--- src/rtl/frame_loader.sv ---
// frame_loader: parses framed GRB pixel packets (header, 3*DATA_NUM payload
// bytes, XOR checksum) from a byte stream into a shadow buffer. A frame whose
// checksum matches is copied to data[] in one cycle while ready is pulled low
// for LOW_CYCLES cycles, so the downstream LED stage restarts on the new frame.
module frame_loader #(
    parameter int         DATA_NUM   = 32,
    parameter logic [7:0] HDR_BYTE   = 8'hA5,
    parameter int         TIMEOUT    = 4096,
    parameter int         LOW_CYCLES = 4
) (
    input  logic                      clk,
    input  logic                      rst,
    input  logic [7:0]                byte_in,
    input  logic                      byte_valid,
    output logic                      byte_ready,
    output logic [DATA_NUM-1:0][23:0] data,
    output logic                      ready,
    output logic                      frame_err,
    output logic [7:0]                frame_cnt
);

    localparam int IDX_W = (DATA_NUM > 1) ? $clog2(DATA_NUM) : 1;
    localparam int GAP_W = $clog2(TIMEOUT + 1);
    localparam int LOW_W = (LOW_CYCLES > 1) ? $clog2(LOW_CYCLES) : 1;
    localparam logic [GAP_W-1:0] GAP_MAX = '1;

    typedef enum logic [1:0] {
        ST_IDLE    = 2'd0,
        ST_PAYLOAD = 2'd1,
        ST_CHECK   = 2'd2,
        ST_COMMIT  = 2'd3
    } state_t;

    // Running XOR checksum of the payload bytes.
    function automatic logic [7:0] xor_accum(input logic [7:0] acc, input logic [7:0] b);
        return acc ^ b;
    endfunction

    // Places one byte into its colour lane: 0=G [23:16], 1=R [15:8], 2=B [7:0].
    function automatic logic [23:0] lane_write(input logic [23:0] pix,
                                               input logic [1:0]  lane,
                                               input logic [7:0]  b);
        logic [23:0] res;
        res = pix;
        case (lane)
            2'd0:    res[23:16] = b;
            2'd1:    res[15:8]  = b;
            2'd2:    res[7:0]   = b;
            default: res        = pix;
        endcase
        return res;
    endfunction

    state_t                    state_r;
    state_t                    state_s;
    logic                      xfer_s;
    logic                      hdr_hit_s;
    logic                      pay_wr_s;
    logic                      chk_wr_s;
    logic                      timeout_s;
    logic                      chk_bad_s;
    logic                      commit_s;
    logic                      release_s;

    logic [DATA_NUM-1:0][23:0] shadow_r;
    logic [DATA_NUM-1:0][23:0] data_r;
    logic [IDX_W-1:0]          idx_r;
    logic [1:0]                phase_r;
    logic                      await_chk_r;
    logic [7:0]                xor_r;
    logic [7:0]                chk_r;
    logic [GAP_W-1:0]          gap_r;
    logic [LOW_W-1:0]          low_cnt_r;
    logic                      byte_ready_r;
    logic                      ready_r;
    logic                      frame_err_r;
    logic [7:0]                frame_cnt_r;

    assign xfer_s     = byte_valid & byte_ready_r;
    assign byte_ready = byte_ready_r;
    assign data       = data_r;
    assign ready      = ready_r;
    assign frame_err  = frame_err_r;
    assign frame_cnt  = frame_cnt_r;

    // FSM state register.
    always_ff @(posedge clk or negedge rst) begin
        if (!rst) begin
            state_r <= ST_IDLE;
        end else begin
            state_r <= state_s;
        end
    end

    // Next-state decode and single-cycle datapath strobes.
    always_comb begin
        state_s   = state_r;
        hdr_hit_s = 1'b0;
        pay_wr_s  = 1'b0;
        chk_wr_s  = 1'b0;
        timeout_s = 1'b0;
        chk_bad_s = 1'b0;
        commit_s  = 1'b0;
        release_s = 1'b0;
        case (state_r)
            ST_IDLE: begin
                if (xfer_s && (byte_in == HDR_BYTE)) begin
                    hdr_hit_s = 1'b1;
                    state_s   = ST_PAYLOAD;
                end else begin
                    state_s   = ST_IDLE;
                end
            end
            ST_PAYLOAD: begin
                if (xfer_s) begin
                    if (await_chk_r) begin
                        chk_wr_s = 1'b1;
                        state_s  = ST_CHECK;
                    end else begin
                        pay_wr_s = 1'b1;
                        state_s  = ST_PAYLOAD;
                    end
                end else if (gap_r == GAP_W'(TIMEOUT)) begin
                    timeout_s = 1'b1;
                    state_s   = ST_IDLE;
                end else begin
                    state_s   = ST_PAYLOAD;
                end
            end
            ST_CHECK: begin
                if (chk_r == xor_r) begin
                    commit_s  = 1'b1;
                    state_s   = ST_COMMIT;
                end else begin
                    chk_bad_s = 1'b1;
                    state_s   = ST_IDLE;
                end
            end
            ST_COMMIT: begin
                if (low_cnt_r == LOW_W'(LOW_CYCLES - 1)) begin
                    release_s = 1'b1;
                    state_s   = ST_IDLE;
                end else begin
                    state_s   = ST_COMMIT;
                end
            end
            default: begin
                state_s = ST_IDLE;
            end
        endcase
    end

    // Payload parser: header clears the running state, payload bytes fill the shadow buffer.
    always_ff @(posedge clk or negedge rst) begin
        if (!rst) begin
            shadow_r    <= '0;
            idx_r       <= '0;
            phase_r     <= 2'd0;
            await_chk_r <= 1'b0;
            xor_r       <= 8'h00;
            chk_r       <= 8'h00;
        end else if (hdr_hit_s) begin
            idx_r       <= '0;
            phase_r     <= 2'd0;
            await_chk_r <= 1'b0;
            xor_r       <= 8'h00;
        end else if (pay_wr_s) begin
            shadow_r[idx_r] <= lane_write(shadow_r[idx_r], phase_r, byte_in);
            xor_r           <= xor_accum(xor_r, byte_in);
            if (phase_r == 2'd2) begin
                phase_r <= 2'd0;
                if (idx_r == IDX_W'(DATA_NUM - 1)) begin
                    await_chk_r <= 1'b1;
                end else begin
                    idx_r <= idx_r + IDX_W'(1);
                end
            end else begin
                phase_r <= phase_r + 2'd1;
            end
        end else if (chk_wr_s) begin
            chk_r <= byte_in;
        end
    end

    // Inter-byte gap counter, saturating; only advances while waiting for payload.
    always_ff @(posedge clk or negedge rst) begin
        if (!rst) begin
            gap_r <= '0;
        end else if (hdr_hit_s || pay_wr_s || chk_wr_s) begin
            gap_r <= '0;
        end else if ((state_r == ST_PAYLOAD) && (gap_r != GAP_MAX)) begin
            gap_r <= gap_r + GAP_W'(1);
        end else begin
            gap_r <= gap_r;
        end
    end

    // Counts the cycles ready is held low after a commit.
    always_ff @(posedge clk or negedge rst) begin
        if (!rst) begin
            low_cnt_r <= '0;
        end else if (commit_s) begin
            low_cnt_r <= '0;
        end else if (state_r == ST_COMMIT) begin
            low_cnt_r <= low_cnt_r + LOW_W'(1);
        end else begin
            low_cnt_r <= low_cnt_r;
        end
    end

    // Registered outputs: handshake, error pulse, commit of all pixels at once, restart pulse.
    always_ff @(posedge clk or negedge rst) begin
        if (!rst) begin
            byte_ready_r <= 1'b0;
            frame_err_r  <= 1'b0;
            ready_r      <= 1'b0;
            frame_cnt_r  <= 8'd0;
            data_r       <= '0;
        end else begin
            byte_ready_r <= (state_s == ST_IDLE) || (state_s == ST_PAYLOAD);
            frame_err_r  <= timeout_s | chk_bad_s;
            if (commit_s) begin
                data_r      <= shadow_r;
                ready_r     <= 1'b0;
                frame_cnt_r <= frame_cnt_r + 8'd1;
            end else if (release_s) begin
                ready_r     <= 1'b1;
            end else begin
                ready_r     <= ready_r;
            end
        end
    end

endmodule

--- config.mk ---
export PLATFORM = sky130hd
export DESIGN_NAME = frame_loader
export DESIGN_NICKNAME = d
export VERILOG_FILES = /design/src/rtl/frame_loader.sv
export SDC_FILE = /design/constraint.sdc
export NUM_CORES = 2
export LEC_CHECK = 0
export ABC_CLOCK_PERIOD_IN_PS = 2900
export BUFFER_PORTS_ARGS = -buffer_cell sky130_fd_sc_hd__buf_4
export CAP_MARGIN = 20
export CELL_PAD_IN_SITES_DETAIL_PLACEMENT = 1
export CELL_PAD_IN_SITES_GLOBAL_PLACEMENT = 2
export CORE_MARGIN = 4
export CORE_UTILIZATION = 30
export DETAILED_ROUTE_END_ITERATION = 10
export PLACE_DENSITY_LB_ADDON = 0.1
export SLEW_MARGIN = 20
export SYNTH_ARGS = -nofsm -noshare
export SYNTH_HDL_FRONTEND = slang
export SYNTH_SLANG_ARGS = --single-unit
--- constraint.sdc ---
create_clock -name clk -period 2.9 [get_ports clk]
set_input_delay 0.145 -clock clk [delete_from_list [all_inputs] [get_ports clk]]
set_output_delay 0.145 -clock clk [all_outputs]
set_load 0.03 [all_outputs]
After elaboration in Yosys (flattened, before gate mapping)
Index checks and enable logic that the tools add are counted.
{ "word_totals": {"ff_bits": 1588, "in_bits": 11, "word_cells": 177, "output_inout_bits": 779} }
{ "classes": {"n_bitwise": 5, "n_eq_ne": 13, "muxes": 57, "n_lt_le_gt_ge": 2, "addsub": 5, "reduce_logical": 19} }
{ "ops": {"columns": ["operator", "count"], "rows": [
  ["$bwmux 768", 1],
  ["$bmux 24 s5", 1],
  ["$demux 24 s5", 1],
  ["$mux 8", 11],
  ["$mux 24", 2],
  ["$mux 13", 2],
  ["$mux 1", 25],
  ["$mux 5", 4],
  ["$mux 2", 9],
  ["$add 13x1->13 const B", 1],
  ["$eq 13x13->1 const B", 1],
  ["$ne 13x13->1 const B", 1],
  ["$reduce_bool 2->1", 6],
  ["$reduce_and 3->1", 3],
  ["$add 8x1->8 const B", 1],
  ["$eq 2x2->1 const B", 4],
  ["$eq 8x8->1", 1],
  ["$eq 8x8->1 const B", 1],
  ["$pmux 2 s4", 1],
  ["$xor 8x8->8", 1],
  ["$eq 2x1->1 const B", 3],
  ["$logic_not 2->1", 3],
  ["$lt 5x6->1 const B", 1],
  ["$add 5x1->5 const B", 1],
  ["other kinds (10)", 16]
]} }

Logic depth before layout (Yosys ltp)
{ "depth": {"ltp_word": 7, "ltp_mapped": 9, "mapped_depth_nobuf": 7} }

Worst setup path after synthesis
No wires, ideal clock.
{ "synth_path": {"path_type": "reg2reg", "from": "register idx_r[1]", "to": "register shadow_r[589] (netlist bit)", "required_time_ns": 2.775, "t_arrival_ns": 2.236, "synth_period_minus_slack_ns": 2.360, "path_stages_with_launch": 10, "setup_time_ns": 0.125, "path_slack_ns": 0.540, "path_buffers": 4, "path_cell_list": "dfrtp_1 > buf_2 > buf_2 > buf_2 > inv_1 > ha_1 > nand2_4 > nor2_1 > buf_2 > mux2_2"} }
{ "synth_via": {"elab_chain_len": 6, "elab_cells_between_ends": 11, "classes_between": "order compare (2); mux (8); reduce/logical (1)"} }
{ "synth_lines": {"columns": ["item", "line_no", "text"], "rows": [
  ["start: declaration", "67", "logic [IDX_W-1:0] idx_r;"],
  ["start signal: assignment", "175", "idx_r <= idx_r + IDX_W'(1);"],
  ["$bmux 24 s5", "168", "shadow_r[idx_r] <= lane_write(shadow_r[idx_r], phase_r, byte_in);"],
  ["$mux 24 (implied by the code)", "168", null],
  ["$mux 8", "45", "case (lane)"],
  ["$mux 8", "167", "end else if (pay_wr_s) begin"],
  ["$mux 8", "162", "end else if (hdr_hit_s) begin"],
  ["$bwmux 768 *", "168", null],
  ["end signal: indexed assignment", "168", null],
  ["end: declaration", "65", "logic [DATA_NUM-1:0][23:0] shadow_r;"]
]} }
Mark *: on every way between the ends. The rest lies on a longest branch, timed or not. The select of a mux whose other input is x is not followed.
A chain may end at the register's enable or synchronous reset.

Worst setup path after layout
{ "layout_path": {"from": "register idx_r[1]", "to": "register shadow_r[212] (netlist bit)"} }
The elaborated chain is that of the path after synthesis.

==> run_results.csv <==
group,metric,value,unit
logic_synthesis,yosys_warnings,0,
global_route,grt_pass1_vias,53400,
power,pwr-share-seq,36.6,%
logic_synthesis,synthesis.area,68200,sq um
timing,rsz0062_at_grt,"yes",
global_route,grt_max_degree,162,
logic_synthesis,ys_ff_latch,1588,
timing,period_share,102,%
routing,vias,50800,
critical_path,cpMaxStageDelayCell,"dfrtp_4",
critical_path,crit_type,"register to register",
die,io-pin-count,790,
die,core,226000,sq um
placed_design,pre_cts_slack,-0.304,ns
critical_path,crit_path_max_fanout,9,
logic_synthesis,async_reset_ff_share,100,%
finish,drive_above_1_share,37.2,%
logic_synthesis,syn_area_per_cell,11.5,sq um
routing,antenna_left,0,
hold_path,hold_path.class,"primary input to asynchronous set/reset pin",
power,p_leak,47.4,nW
logic_synthesis,synth_cell_types,62,
critical_path,required,3.63,ns
timing,fmax,337,MHz
power,power,62.4,mW
logic_synthesis,synth_top_cell_by_area,"dfrtp_1",
cts,h-tree-depth,4,
critical_path,reg2regPathDepth,13,
critical_path,crit_path_frequent_cell,"buf_16",
logic_synthesis,synthCells,5952,
cts,cts_buffers,187,
routing,dr.pass1.iters,5,
timing,finalCriticalPeriod,2.97,ns
run_status,failed_checks,"setup timing",
power,power.density,693,nW/um^2
critical_path,crit_start,"idx_r[1]",
logic_synthesis,yosysTopAreaCellShare,58.3,%
critical_path,crit_chain,"buf_12, buf_16, buf_16, buf_6, mux2i_1, buf_4, o22ai_4, nor4_4, buf_4, a31oi_4, buf_12, buf_16, mux2_4",
timing,relSlewSlack,29.5,%
power,power_switching,20.1,mW
timing,tightest_slew,1.06,ns
flow_run,cap_violations,0,
critical_path,r2r_end,"shadow_r[212]",
cts,clock_latency,0.87,ns
die,dieArea,235000,sq um
die,die_x,485,um
logic_synthesis,synth_seq_area_share,58.3,%
global_route,grt_overflow_total,0,
power,p_sw_share,32.2,%
finish,seq_area,39700,sq um
cts,path_clk_slew,0.06,ns
power,p_int,42.3,mW
timing,fin_skew,0.0364,ns
critical_path,cp.arrival,3.70,ns
logic_synthesis,yosys-top-cells-count,"2,328 x nand2_1, 1,588 x dfrtp_1, 568 x mux2_2",
logic_synthesis,synth_edf_count,0,
placed_design,portBuffers,789,
finish,area_growth_syn_to_layout,31.9,%
logic_synthesis,synth.most_common_cell,"nand2_1",
timing,fin_setup_tns,-1.08,ns
cts,clockBufferDepth,3,
placed_design,dp_cells,9783,
critical_path,cp-end-kind,"register",
timing,drv_slew,0,
routing,viasPerCell,4.96,
critical_path,r2r-start,"idx_r[1]",
placed_design,place.gp.congestion,0.931,
finish,stdcell_count,10200,
logic_synthesis,synth_fp_nets,5972,
cts,cts_sinks,1588,
power,clkPwrFrac,38.2,%
die,rows,174,
finish,nFillCells,24300,
global_route,grt_pass1_wl,441000,um
placed_design,hpwl,230000,um
die,die_y,485,um
logic_synthesis,synthTopCellsByArea,"dfrtp_1 58%, nand2_1 13%, mux2_2 9.4%, mux2_4 4.6%, mux2i_1 4.3%",
run_status,status,"complete, but fails checks",
timing,setup_slack,-0.0693,ns
cts,clockRootBuffer,"clkbuf_16",
routing,wl,323000,um
routing,routedWlPerCell,31.5,um
timing,finalHoldViolCount,0,
die,start_util,30.2,%
routing,drc,0,
cts,cts_tree,"built",
timing,setup_viol,68,
critical_path,critPathMaxStageDelay,0.54,ns
global_route,grtUsageTotal,26.4,%
power,pwr-share-comb,25.1,%
critical_path,regToRegSetupSlack,-0.07,ns
critical_path,start_kind,"register",
logic_synthesis,ys.flop_type,"dfrtp_1",
routing,first_iter_violations,4006,
finish,multi_input_area,27300,sq um
finish,nNetsFinal,7113,
global_route,antenna_found_initial,21,
power,peakVddDrop,0.719,mV
[logic make-up after synthesis]
logic type	share of synthesized area, %
simple gates	15.1
flops	58.3
xor+xnor	0.462
buf+inv	3.53
fa+ha+maj	0.165
compound gates	2.57
mux	19.8
[power by group through the flow]
stage | registers, mW | clock network, mW | logic (mW)
finish | 22.8 | 23.8 | 15.7
CTS | 22.8 | 24.4 | 13.2
detailed placement | 23.2 | 0 | 11.9
floorplan | 23.1 | 0 | 5.45
global placement | 23.2 | 0 | 11.8
global route | 22.9 | 25.3 | 15.8
[layout make-up]
type,instances,area share (%)
inverters,7,0.0292
clock inverters,52,0.707
multi-input cells,3947,30.3
diodes,9,0.0250
repair buffers,1362,14.5
clock buffers,286,6.11
flip-flops and latches,1588,44.2
well taps,2992,4.16
[repair_timing]
action | 4_1_cts | 5_1_grt
endpoints found under the setup margin | 759 | 666
pin swaps | 7 | 25
hold buffers | 11 | 0
endpoints found under the hold margin | 1557 | 0
resized for setup | 97 | 156
cloned | 8 | 20
buffers inserted | 41 | 41
[metal layers]
layer	wire length [um]	global-route usage, %	up-vias
met3	18000	4.92	336
met4	10100	7.12	4
met5	28	0	-
met1	143000	36.0	27100
met2	152000	43.2	1329
li1	-	-	22000
[how the worst max path moves through the flow]
| stage | end | slack (ns) |
|---|---|---|
| floorplan | shadow_r[589] | 0.54 |
| global placement | shadow_r[543] | -0.29 |
| detailed placement | shadow_r[567] | -0.30 |
| CTS | shadow_r[133] | -0.07 |
| global route | shadow_r[590] | -0.10 |
| finish | shadow_r[212] | -0.07 |
[critical path: cells and delay by family, from the launching register on]
family                 cells  cell delay (ns)
buffers and inverters      8             1.30
muxes                      2             0.41
DFF                        1             0.54
AOI/OAI and AO/OA          2             0.22
and+or+nand+nor            1             0.33
[per-stage QoR]
step,hold WS [ns],util (%),cell area (sq um)
floorplan,-0.151,-,68200
global placement,0.0464,35.9,80900
detailed placement,0.0407,35.9,80900
CTS,0.0301,39.2,88300
global route,0.0683,39.9,89900
finish,0.0741,39.9,90000
[flip-flops by register name, indices dropped and copies added (netlist names)]
register and flops:
state_r 2, frame_err 1, phase_r 2, frame_cnt 8
idx_r 5, await_chk_r 1, shadow_r 768, ready 1
byte_ready 1, chk_r 8, xor_r 8, low_cnt_r 2
gap_r 13, data 768
[cells in the final DEF (no fill, tap or decap), types with 9 or more instances in the layout]
cell              n
buf_6            34
nor3_2           11
nor2_4           29
o21ai_0          18
clkinv_2         25
clkbuf_1         56
nor3_1           21
clkbuf_16       205
buf_16           19
ha_1              9
nand2_1        2328
nand4_1          12
a22oi_2          20
xor2_1           10
nor4_2           12
a31oi_4          23
buf_4          1122
dlygate4sd3_1    11
buf_12          151
diode_2           9
mux2i_4          27
mux2_2          559
mux2i_1         241
clkbuf_8         42
mux2i_2          25
dfrtp_1        1584
nor4_4           14
mux2_4          217
o22ai_4          12
bufinv_16         9
o22ai_1          83
nor2_1           79
mux4_2           48
xnor2_1          26
o22ai_2          25
Note: power is estimated with default switching activity, not from simulation.
